## config.mk

```make
export PLATFORM = sky130hd
export DESIGN_NAME = uart_tx_packer
export DESIGN_NICKNAME = d
export VERILOG_FILES = /design/src/rtl/uart_tx_packer.sv
export SDC_FILE = /design/constraint.sdc
export NUM_CORES = 1
export LEC_CHECK = 0
export BUFFER_PORTS_ARGS = -buffer_cell sky130_fd_sc_hd__buf_2
export CAP_MARGIN = 20
export CORE_ASPECT_RATIO = 1.4
export CORE_MARGIN = 2
export CORE_UTILIZATION = 40
export DETAILED_ROUTE_END_ITERATION = 7
export HOLD_SLACK_MARGIN = 0.06
export REMOVE_ABC_BUFFERS = 1
export SLEW_MARGIN = 15
export SYNTH_ARGS = -nofsm -noshare
export SYNTH_HDL_FRONTEND = slang
export SYNTH_SLANG_ARGS = --single-unit
```

## constraint.sdc

```tcl
create_clock -name i_Clock -period 7.74 [get_ports i_Clock]
set_input_delay 1.548 -clock i_Clock [delete_from_list [all_inputs] [get_ports i_Clock]]
set_output_delay 1.548 -clock i_Clock [all_outputs]
set_load 0.01 [all_outputs]
```

## src/rtl/uart_tx_packer.sv

```systemverilog
// uart_tx_packer: buffers multi-byte words in a FIFO and hands them LSB byte first to a UART transmitter.
// Optional framing: define UART_TX_PACKER_SYNC_EN to send SYNC_BYTE ahead of every word.
module uart_tx_packer #(
  parameter int         WORD_BYTES = 4,
  parameter int         FIFO_DEPTH = 16,
  parameter logic [7:0] SYNC_BYTE  = 8'hA5
) (
  input  logic                          i_Clock,
  input  logic                          i_Reset,
  input  logic                          i_Word_DV,
  input  logic [8*WORD_BYTES-1:0]       i_Word,
  output logic                          o_Word_Ready,
  output logic                          o_Tx_DV,
  output logic [7:0]                    o_Tx_Byte,
  input  logic                          i_Tx_Active,
  input  logic                          i_Tx_Done,
  output logic [$clog2(FIFO_DEPTH):0]   o_Fifo_Count,
  output logic                          o_Busy,
  output logic                          o_Overflow
);

  localparam int WORD_W  = 8 * WORD_BYTES;
  localparam int AW      = $clog2(FIFO_DEPTH);
  localparam int CW      = AW + 1;
  localparam int FRAME_W = 8 * (WORD_BYTES + 1);
`ifdef UART_TX_PACKER_SYNC_EN
  localparam int FRAME_BYTES = WORD_BYTES + 1;
`else
  localparam int FRAME_BYTES = WORD_BYTES;
`endif
  localparam int            IW       = $clog2(FRAME_BYTES + 1);
  localparam logic [IW-1:0] LAST_IDX = IW'(FRAME_BYTES - 1);

  typedef enum logic [1:0] {IDLE, LOAD, SEND, WAIT} state_t;
  state_t state, state_next;

  logic [WORD_W-1:0]  mem [FIFO_DEPTH];
  logic [AW-1:0]      wr_ptr, rd_ptr;
  logic [CW-1:0]      count;
  logic [FRAME_W-1:0] frame, frame_load;
  logic [IW-1:0]      byte_idx;
  logic [7:0]         byte_hold;
  logic               push, pop, tx_dv, last_byte;

  assign o_Word_Ready = (count < CW'(FIFO_DEPTH));
  assign push         = i_Word_DV && o_Word_Ready;
  assign last_byte    = (byte_idx == LAST_IDX);

  // Without framing the sync byte sits in the top slot and is never reached.
`ifdef UART_TX_PACKER_SYNC_EN
  assign frame_load = {mem[rd_ptr], SYNC_BYTE};
`else
  assign frame_load = {SYNC_BYTE, mem[rd_ptr]};
`endif

  always_ff @(posedge i_Clock) begin
    if (i_Reset) state <= IDLE;
    else         state <= state_next;
  end

  // IDLE also sees this cycle's push so a word into an empty FIFO loads at once.
  always_comb begin
    state_next = state;
    case (state)
      IDLE:    if (count != '0 || push) state_next = LOAD;
      LOAD:    state_next = SEND;
      SEND:    if (!i_Tx_Active && !i_Tx_Done) state_next = WAIT;
      WAIT:    if (i_Tx_Done) state_next = last_byte ? IDLE : SEND;
      default: state_next = IDLE;
    endcase
  end

  always_comb begin
    pop   = 1'b0;
    tx_dv = 1'b0;
    if (state == LOAD) pop = 1'b1;
    if (state == SEND && !i_Tx_Active && !i_Tx_Done) tx_dv = 1'b1;
  end

  always_ff @(posedge i_Clock) begin
    if (push) mem[wr_ptr] <= i_Word;
  end

  always_ff @(posedge i_Clock) begin
    if (i_Reset) begin
      wr_ptr     <= '0;
      rd_ptr     <= '0;
      count      <= '0;
      o_Overflow <= 1'b0;
      frame      <= '0;
      byte_idx   <= '0;
      byte_hold  <= '0;
    end else begin
      if (push) wr_ptr <= wr_ptr + AW'(1);
      if (pop)  rd_ptr <= rd_ptr + AW'(1);
      if (push && !pop)      count <= count + CW'(1);
      else if (pop && !push) count <= count - CW'(1);
      if (i_Word_DV && !o_Word_Ready) o_Overflow <= 1'b1;
      if (tx_dv) byte_hold <= frame[7:0];
      if (pop) begin
        frame    <= frame_load;
        byte_idx <= '0;
      end else if (state == WAIT && i_Tx_Done && !last_byte) begin
        frame    <= frame >> 8;
        byte_idx <= byte_idx + IW'(1);
      end
    end
  end

  // The new byte is visible in the strobe cycle itself and then held until the next strobe.
  assign o_Tx_DV      = tx_dv;
  assign o_Tx_Byte    = tx_dv ? frame[7:0] : byte_hold;
  assign o_Fifo_Count = count;
  assign o_Busy       = (state != IDLE) || (count != '0);

endmodule

```

==> impl_results.md, run 1 <==
- Outcome: finished clean
- CTS buffer count: 53
- Clk pwr share: a little over a third
- Bufs on Longest Clock Path: 3
- CP cell instances: buf_2 -> nor4b_4 -> mux2_2 -> buf_2
- CP max stage delay: ~0.77 ns
- H-tree depth: 2
- RD Place Congestion: 0.711
- Post-Synth Adder-Cell Area: less than 1%
- Final setup fails: 0
- Max-slew violation count: 0
- Post-cts resize count: 0
- CTS sink cnt: 576
- Pint: roughly 5.5 mW
- Wire length per cell: ~26 µm
- Ratio of cells with drive above 1 in the final layout: between 20% and 30%
- Clk root buf: clkbuf_16
- Fin. Hold Viols: 0
- Synth area leader: edfxtp_1
- Port bufs: 53
- Final wirelength: roughly 54 mm
- Pre-Repair DR Iteration Count: 5
- DP Cell Count: between 1500 and 2000
- Initial antenna violation count: 3
- Post CTS Setup Buffer Count: 0
- Top Family by Delay on Critical Path: simple AND/OR/NAND/NOR gates
- P per Cell Area: between 200 and 300 nW/µm²
- Routed length on met1: about 22 mm
- Combinational family with the most area after synthesis: multiplexers
- Top cells by area, synth: edfxtp_1 (68%), mux4_2 (8.7%), dfxtp_1 (5.7%)
- Die area: just under 60000 µm²
- Mean Syn Cell Area: 18.5 µm²
- Setup TNS: 0 ns
- Total number of vias: around 12000
- Pwr Total: approximately 7.4 mW
- Die width: 204 µm
- Worst Setup End Kind: output port
- Dpl hpwl: around 28 mm
- Most frequent cells in the layout: edfxtp_1 (512), mux4_2 (87), mux2i_1 (86), dfxtp_1 (61), nor2_1 (57)
- Hold WC Path Type: reg2reg
- Compound-Gate Fraction of Synth Area: under 10%
- DR iter-0 viols: roughly 1100
- Finished Cell Area: around 25000 µm²
- DR WL met2: roughly 27 mm
- Max-cap violations: 0
- Post-synthesis simple-gate area fraction: 2.94%
- Post-DRT Antenna Nets: 0
- Core area: about 55000 µm²
- Crit-path most repeated cell: buf_2
- Pin count of the biggest net entering global routing: slightly above 60
- Clk Latency, worst-skew pair: between 0.5 and 0.6 ns
- XOR/XNOR Fraction of Synth Area: less than 1%
- Mux share of post-synthesis cell area: 13.0%
- Critical-path top delay cell: nor4b_4
- Fmax: approximately 220 MHz
- Worst-margin pin slew: 1.11 ns
- Seq cells post-synth: approximately 580
- Slew headroom: between 20% and 30%
- Combinational Power Share: approximately 16%
- Ys flop type: edfxtp_1
- Area delta synth->final: 12.7%
- Register area share after synthesis: between 70% and 80%
- GRT Overall Usage: between 10% and 20%
- Met3 WL post-DR: between 2 and 3 mm
- Critical path arrival: a little over 3 ns
- Min cycle time layout: approximately 4.6 ns
- First-pass GRT wire length: about 79 mm
- Sw frac: about a quarter
- Top Layer Used: met5
- Hold_buf cts: 0
- Final worst path period share: 59.0%
- GRT overflow: 0
- Ports: 54
- Mapped cell area: approximately 22000 µm²
- Starting Density: 40.6%
- Placement Setup Slack: approximately 3.1 ns
- Routed vias/inst: 5.67
- CTS tree: built
- Worst path required time: approximately 6.2 ns
- Synth cell types: 51
- Bufs and invs on worst path: 2
- Fill cells: between 4000 and 5000
- Startpoint Class: input pin
- Top cell type's share of synthesized area: between 60% and 70%
- RSZ-0062 raised after global routing: no
- Die Height: around 280 µm
- Row cnt: ~100
- Clock skew: 0.0138 ns
- Switch Pwr: 1.90 mW
- Fin worst setup slack: about 3.2 ns
- Setup Crit Path Kind: in2out
- Number of global-route vias before repair: between 10000 and 15000
- Post-synth EDFFs: between 500 and 600
- Cells after Synth: approximately 1200
- CP max FO: 9
- Clk pin slew, worst setup/hold paths: 0.06 ns
- Remaining DRCs: 0
- Final Non-Filler Cells: 2047
- Maximum vdd drop: between 150 and 200 µV
- Final #Nets: roughly 1300
- Part of the power in registers: a little under 50%
- Yosys Warn Count: 0
- Static Leakage: roughly 8 nW
- Commonest non-fill, non-tap cell in the layout: edfxtp_1
- Area post-placement: 23600 µm²
- Post-synth ARST share: 0%
through the flow:
step / util (%) / hold WS [ns]
after floorplan: - / 0.436
after global placement: 42.6 / 0.452
after detailed placement: 42.6 / 0.466
after CTS: 45.7 / 0.482
after global routing: 45.7 / 0.504
final: 45.7 / 0.477
registers in the layout (all words and copies together), names as in the netlist, named ones only:
signal,flops
wr_ptr,4
frame,33
mem,512
rd_ptr,4
o_Fifo_Count,5
o_Overflow,1
byte_hold,8
state,2
byte_idx,3
layer usage:
| layer | vias to the layer above | GRT usage (%) |
|---|---|---|
| li1 | 5048 | - |
| met1 | 6136 | 24.0 |
| met2 | 346 | 32.5 |
| met3 | 82 | 2.72 |
| met4 | 4 | 5.53 |
| met5 | - | 0 |
tightest hold or removal path, delay by kind of cell, from the launching register on:
family	cells	cell delay [ns]
flops	1	0.33
simple gates	1	0.05
compound gates	1	0.06
power groups by stage:
stage / clock network (mW) / logic, mW / registers (mW)
after floorplan: 0 / 0.766 / 3.81
after global placement: 0 / 1.15 / 3.74
after detailed placement: 0 / 1.16 / 3.75
after CTS: 2.63 / 1.17 / 3.68
after global routing: 2.75 / 1.25 / 3.69
final: 2.60 / 1.15 / 3.68
worst paths after layout:
| path | slack [ns] | endpoint | start | cells past startpoint |
|---|---|---|---|---|
| min reg2reg | 0.48 | frame[28] | frame[28] | 2 |
| max | 3.17 | o_Tx_Byte[4] | i_Tx_Active | 4 |
| max reg2reg | 4.52 | frame[25] | flip-flop | 7 |
| min | 0.48 | frame[28] | frame[28] | 2 |
Yosys cell counts (2+ instances only):
cell type	instances
o21ai_0	35
xor2_1	7
o22a_1	8
nor3_1	6
nor3b_1	4
a21oi_1	11
inv_1	9
a22oi_1	31
buf_6	7
o32a_1	7
nor2_1	70
buf_4	13
o211ai_1	7
a21o_1	2
a2bb2oi_1	8
a31oi_1	7
nor2b_1	12
o21ai_1	7
a2111oi_0	3
mux2_2	9
buf_1	3
a221oi_1	32
edfxtp_1	512
ha_1	12
a22o_1	29
buf_2	19
a221oi_2	7
clkbuf_1	37
nand2_1	41
mux4_2	87
xnor2_1	2
nand2b_1	3
mux2i_1	86
nand4_1	2
dfxtp_1	64
kinds of logic (layout without fill, tap and decap cells):
family | Yosys count | count (layout)
and+or+nand+nor | 147 | 147
muxes | 182 | 182
xor gates and xnor gates | 9 | 9
AOI/OAI and AO/OA | 196 | 196
adders and majority gates | 13 | 13
buffers and inverters | 92 | 195
DFF | 576 | 576
other | 0 | 1
layout make-up:
| class | count | area, µm² | share of cell area (%) |
|---|---|---|---|
| Clock inverter | 30 | 312 | 1.23 |
| Timing Repair Buffer | 87 | 520 | 2.06 |
| Tap cell | 728 | 911 | 3.60 |
| Sequential cell | 576 | 16700 | 65.8 |
| Multi-Input combinational cell | 547 | 5460 | 21.6 |
| Inverter | 11 | 43.8 | 0.173 |
| Clock buffer | 67 | 1400 | 5.53 |
| Antenna cell | 1 | 2.50 | 0.00989 |
Note: power is estimated with default switching activity, not from simulation.
==> run 2, diff against run 1 <==
ABC_AREA = 1   (was unset)
clock period = 3.8 ns   (was 7.74 ns; I/O delays follow)
==> impl_results.md, run 2 <==
- Outcome: finished clean
- RSZ-0062 raised after global routing: no
- Hold_buf cts: 0
- Post CTS Setup Buffer Count: 0
- Post-synth EDFFs: a little over 500
- Final wirelength: roughly 60 mm
- Mapped cell area: between 20000 and 25000 µm²
- Fin worst setup slack: slightly below 0.8 ns
- Dpl hpwl: about 38 mm
- Commonest non-fill, non-tap cell in the layout: nand2_1
- Final setup fails: 0
- Initial antenna violation count: 0
- Most flop-heavy register: mem
- Yosys Warn Count: 0
- # diodes: 0
- Min cycle time layout: around 3 ns
- Final Non-Filler Cells: ~3400
- DR iter-0 viols: 1479
- Worst-margin pin slew: 0.974 ns
- Routed length on met1: 26.8 mm
- Cells after Synth: roughly 2500
- Pre-Repair DR Iteration Count: 6
- Smallest hold slack: ~0.42 ns
- DR WL met2: roughly 30 mm
- DP Cell Count: ~3300
- CP startpoint: state[1]
- Final #Nets: ~2600
- CTS buffer count: 54
- Clock skew: ~0.010 ns
- Register area share after synthesis: between 60 and 70%
- Worst Setup End Kind: output port
- Total number of vias: 16513
- Ratio of cells with drive above 1 in the final layout: under 10%
- Switch Pwr: about 5.0 mW
- Finished Cell Area: around 28000 µm²
- Setup TNS: 0 ns
- GRT overflow: 0
- Part of the power in registers: between 40 and 50%
- Area post-placement: 26100 µm²
- GRT Overall Usage: between 10% and 20%
- Clk root buf: clkbuf_16
- CP max FO: 9
- Ys flop type: edfxtp_1
- Clk Latency, worst-skew pair: roughly 0.59 ns
- Setup Crit Path Kind: reg2out
- Post-DRT Antenna Nets: 0
- Post-cts resize count: 0
- Slew headroom: 35.1%
- Routed vias/inst: ~4.9
- Starting Density: 40.2%
- Worst path required time: a little over 3 ns
- Worst reg2reg path startpoint: o_Fifo_Count[4]
- Seq cells post-synth: roughly 580
- Bufs on Longest Clock Path: 3
- Remaining DRCs: 0
- Max FFs per register: approximately 510
- Die area: 64200 µm²
- Die Height: ~300 µm
- Top cell type's share of synthesized area: 61.9%
- Count leader, synth: nand2_1
- Hold WC Path Type: in2reg
- Post-synth ARST share: 0%
- Synth cell count leaders: nand2_1 (780), edfxtp_1 (512), inv_1 (440), nand3_1 (389), buf_2 (72)
- Combinational Power Share: a little over a fifth
- Number of global-route vias before repair: 16000
- Final worst path period share: between 70% and 80%
- Most frequent cells in the layout: nand2_1 (780), edfxtp_1 (512), inv_1 (439), nand3_1 (389), dfxtp_1 (60)
- Area delta synth->final: 11.7%
- Clk pin slew, worst setup/hold paths: around 0.06 ns
- Synth area leader: edfxtp_1
- Critical path arrival: between 2 and 2.5 ns
- P per Cell Area: around 580 nW/µm²
- Row cnt: about 110
- Fmax: 330 MHz
- Synth cell types: 33
- First-pass GRT wire length: between 90 and 100 mm
- CTS sink cnt: 576
- Pint: approximately 11 mW
- Top Layer Used: met4
- Max-slew violation count: 0
- Largest regs: mem (512), frame (33), byte_hold (8)
- Fin. Hold Viols: 0
- CTS tree: built
- Core area: a little over 60000 µm²
- Met3 WL post-DR: about 2.8 mm
- Hold path start: i_Word_DV
- Sw frac: a little under a third
- Mean Syn Cell Area: approximately 10 µm²
- RD Place Congestion: 0.844
- Static Leakage: roughly 12 nW
- Fill cells: around 5800
- Pin count of the biggest net entering global routing: around 140
- Wire length per cell: between 15 and 20 µm
- Placement Setup Slack: roughly 0.8 ns
- Maximum vdd drop: slightly above 400 µV
- Ports: 54
- Clk pwr share: between 30% and 40%
- Startpoint Class: flip-flop
- Top cells by area, synth: edfxtp_1 (62%), nand2_1 (12%), nand3_1 (7.8%)
- H-tree depth: 2
- Max-cap violations: 0
- Die width: between 200 and 250 µm
- Port bufs: 53
[run 2: cell types whose count changed in the layout (fill, tap and decap cells not counted), sizes merged, moves of 86 or more]
cell / change
nand2: +740
nand3: +388
inv: +433
mux4: -87
mux2i: -86
[run 2: layer usage]
layer,up-vias,GRT usage (%)
met2,434,32.6
li1,7998,-
met3,82,1.78
met5,-,0
met4,0,5.82
met1,7999,25.7
[run 2: cell families after synthesis]
kind of cell	synth area share, %
fa+ha+maj	0.685
simple gates	20.8
xor+xnor	0.141
compound gates	1.89
buf+inv	9.50
flops	67.0
[run 2: worst max-delay path, stage by stage, from the launching register on]
cell	delay (ns)
dfxtp_1	0.36
inv_1	0.11
nor2_1	0.05
nand2_1	0.20
inv_1	0.18
or2_2	0.30
o21ai_0	0.23
inv_1	0.08
buf_2	0.17
[run 2: layout make-up]
cell class | count | area [µm²] | area share [%]
sequential | 576 | 16700 | 60.0
multi-input combinational | 1334 | 5960 | 21.5
inverter | 444 | 1670 | 6.03
clock buffer | 70 | 1480 | 5.31
tap | 825 | 1030 | 3.72
timing repair buffer | 91 | 746 | 2.69
clock inverter | 31 | 205 | 0.739
[run 2: stage by stage]
stage	power [mW]	util, %
final	16.1	45.0
after global routing	16.8	45.0
after CTS	16.2	44.9
after detailed placement	11.0	42.2
after global placement	11.0	42.2
after floorplan	9.77	-
[run 2: path summary, 6_finish.rpt]
path | end | slack [ns] | depth (start not counted)
worst max-delay path | o_Tx_Byte[5] | 0.77 | 8
worst min-delay path | o_Overflow | 0.42 | 3
worst max register to register | mem[12][24] | 1.18 | 4
worst min register to register | frame[28] | 0.46 | 2
[run 2: power by group through the flow]
stage / combinational [mW] / clock, mW / sequential, mW
after floorplan: 2.09 / 0 / 7.68
after global placement: 3.44 / 0 / 7.55
after detailed placement: 3.47 / 0 / 7.56
after CTS: 3.49 / 5.28 / 7.42
after global routing: 3.86 / 5.50 / 7.45
final: 3.49 / 5.20 / 7.42
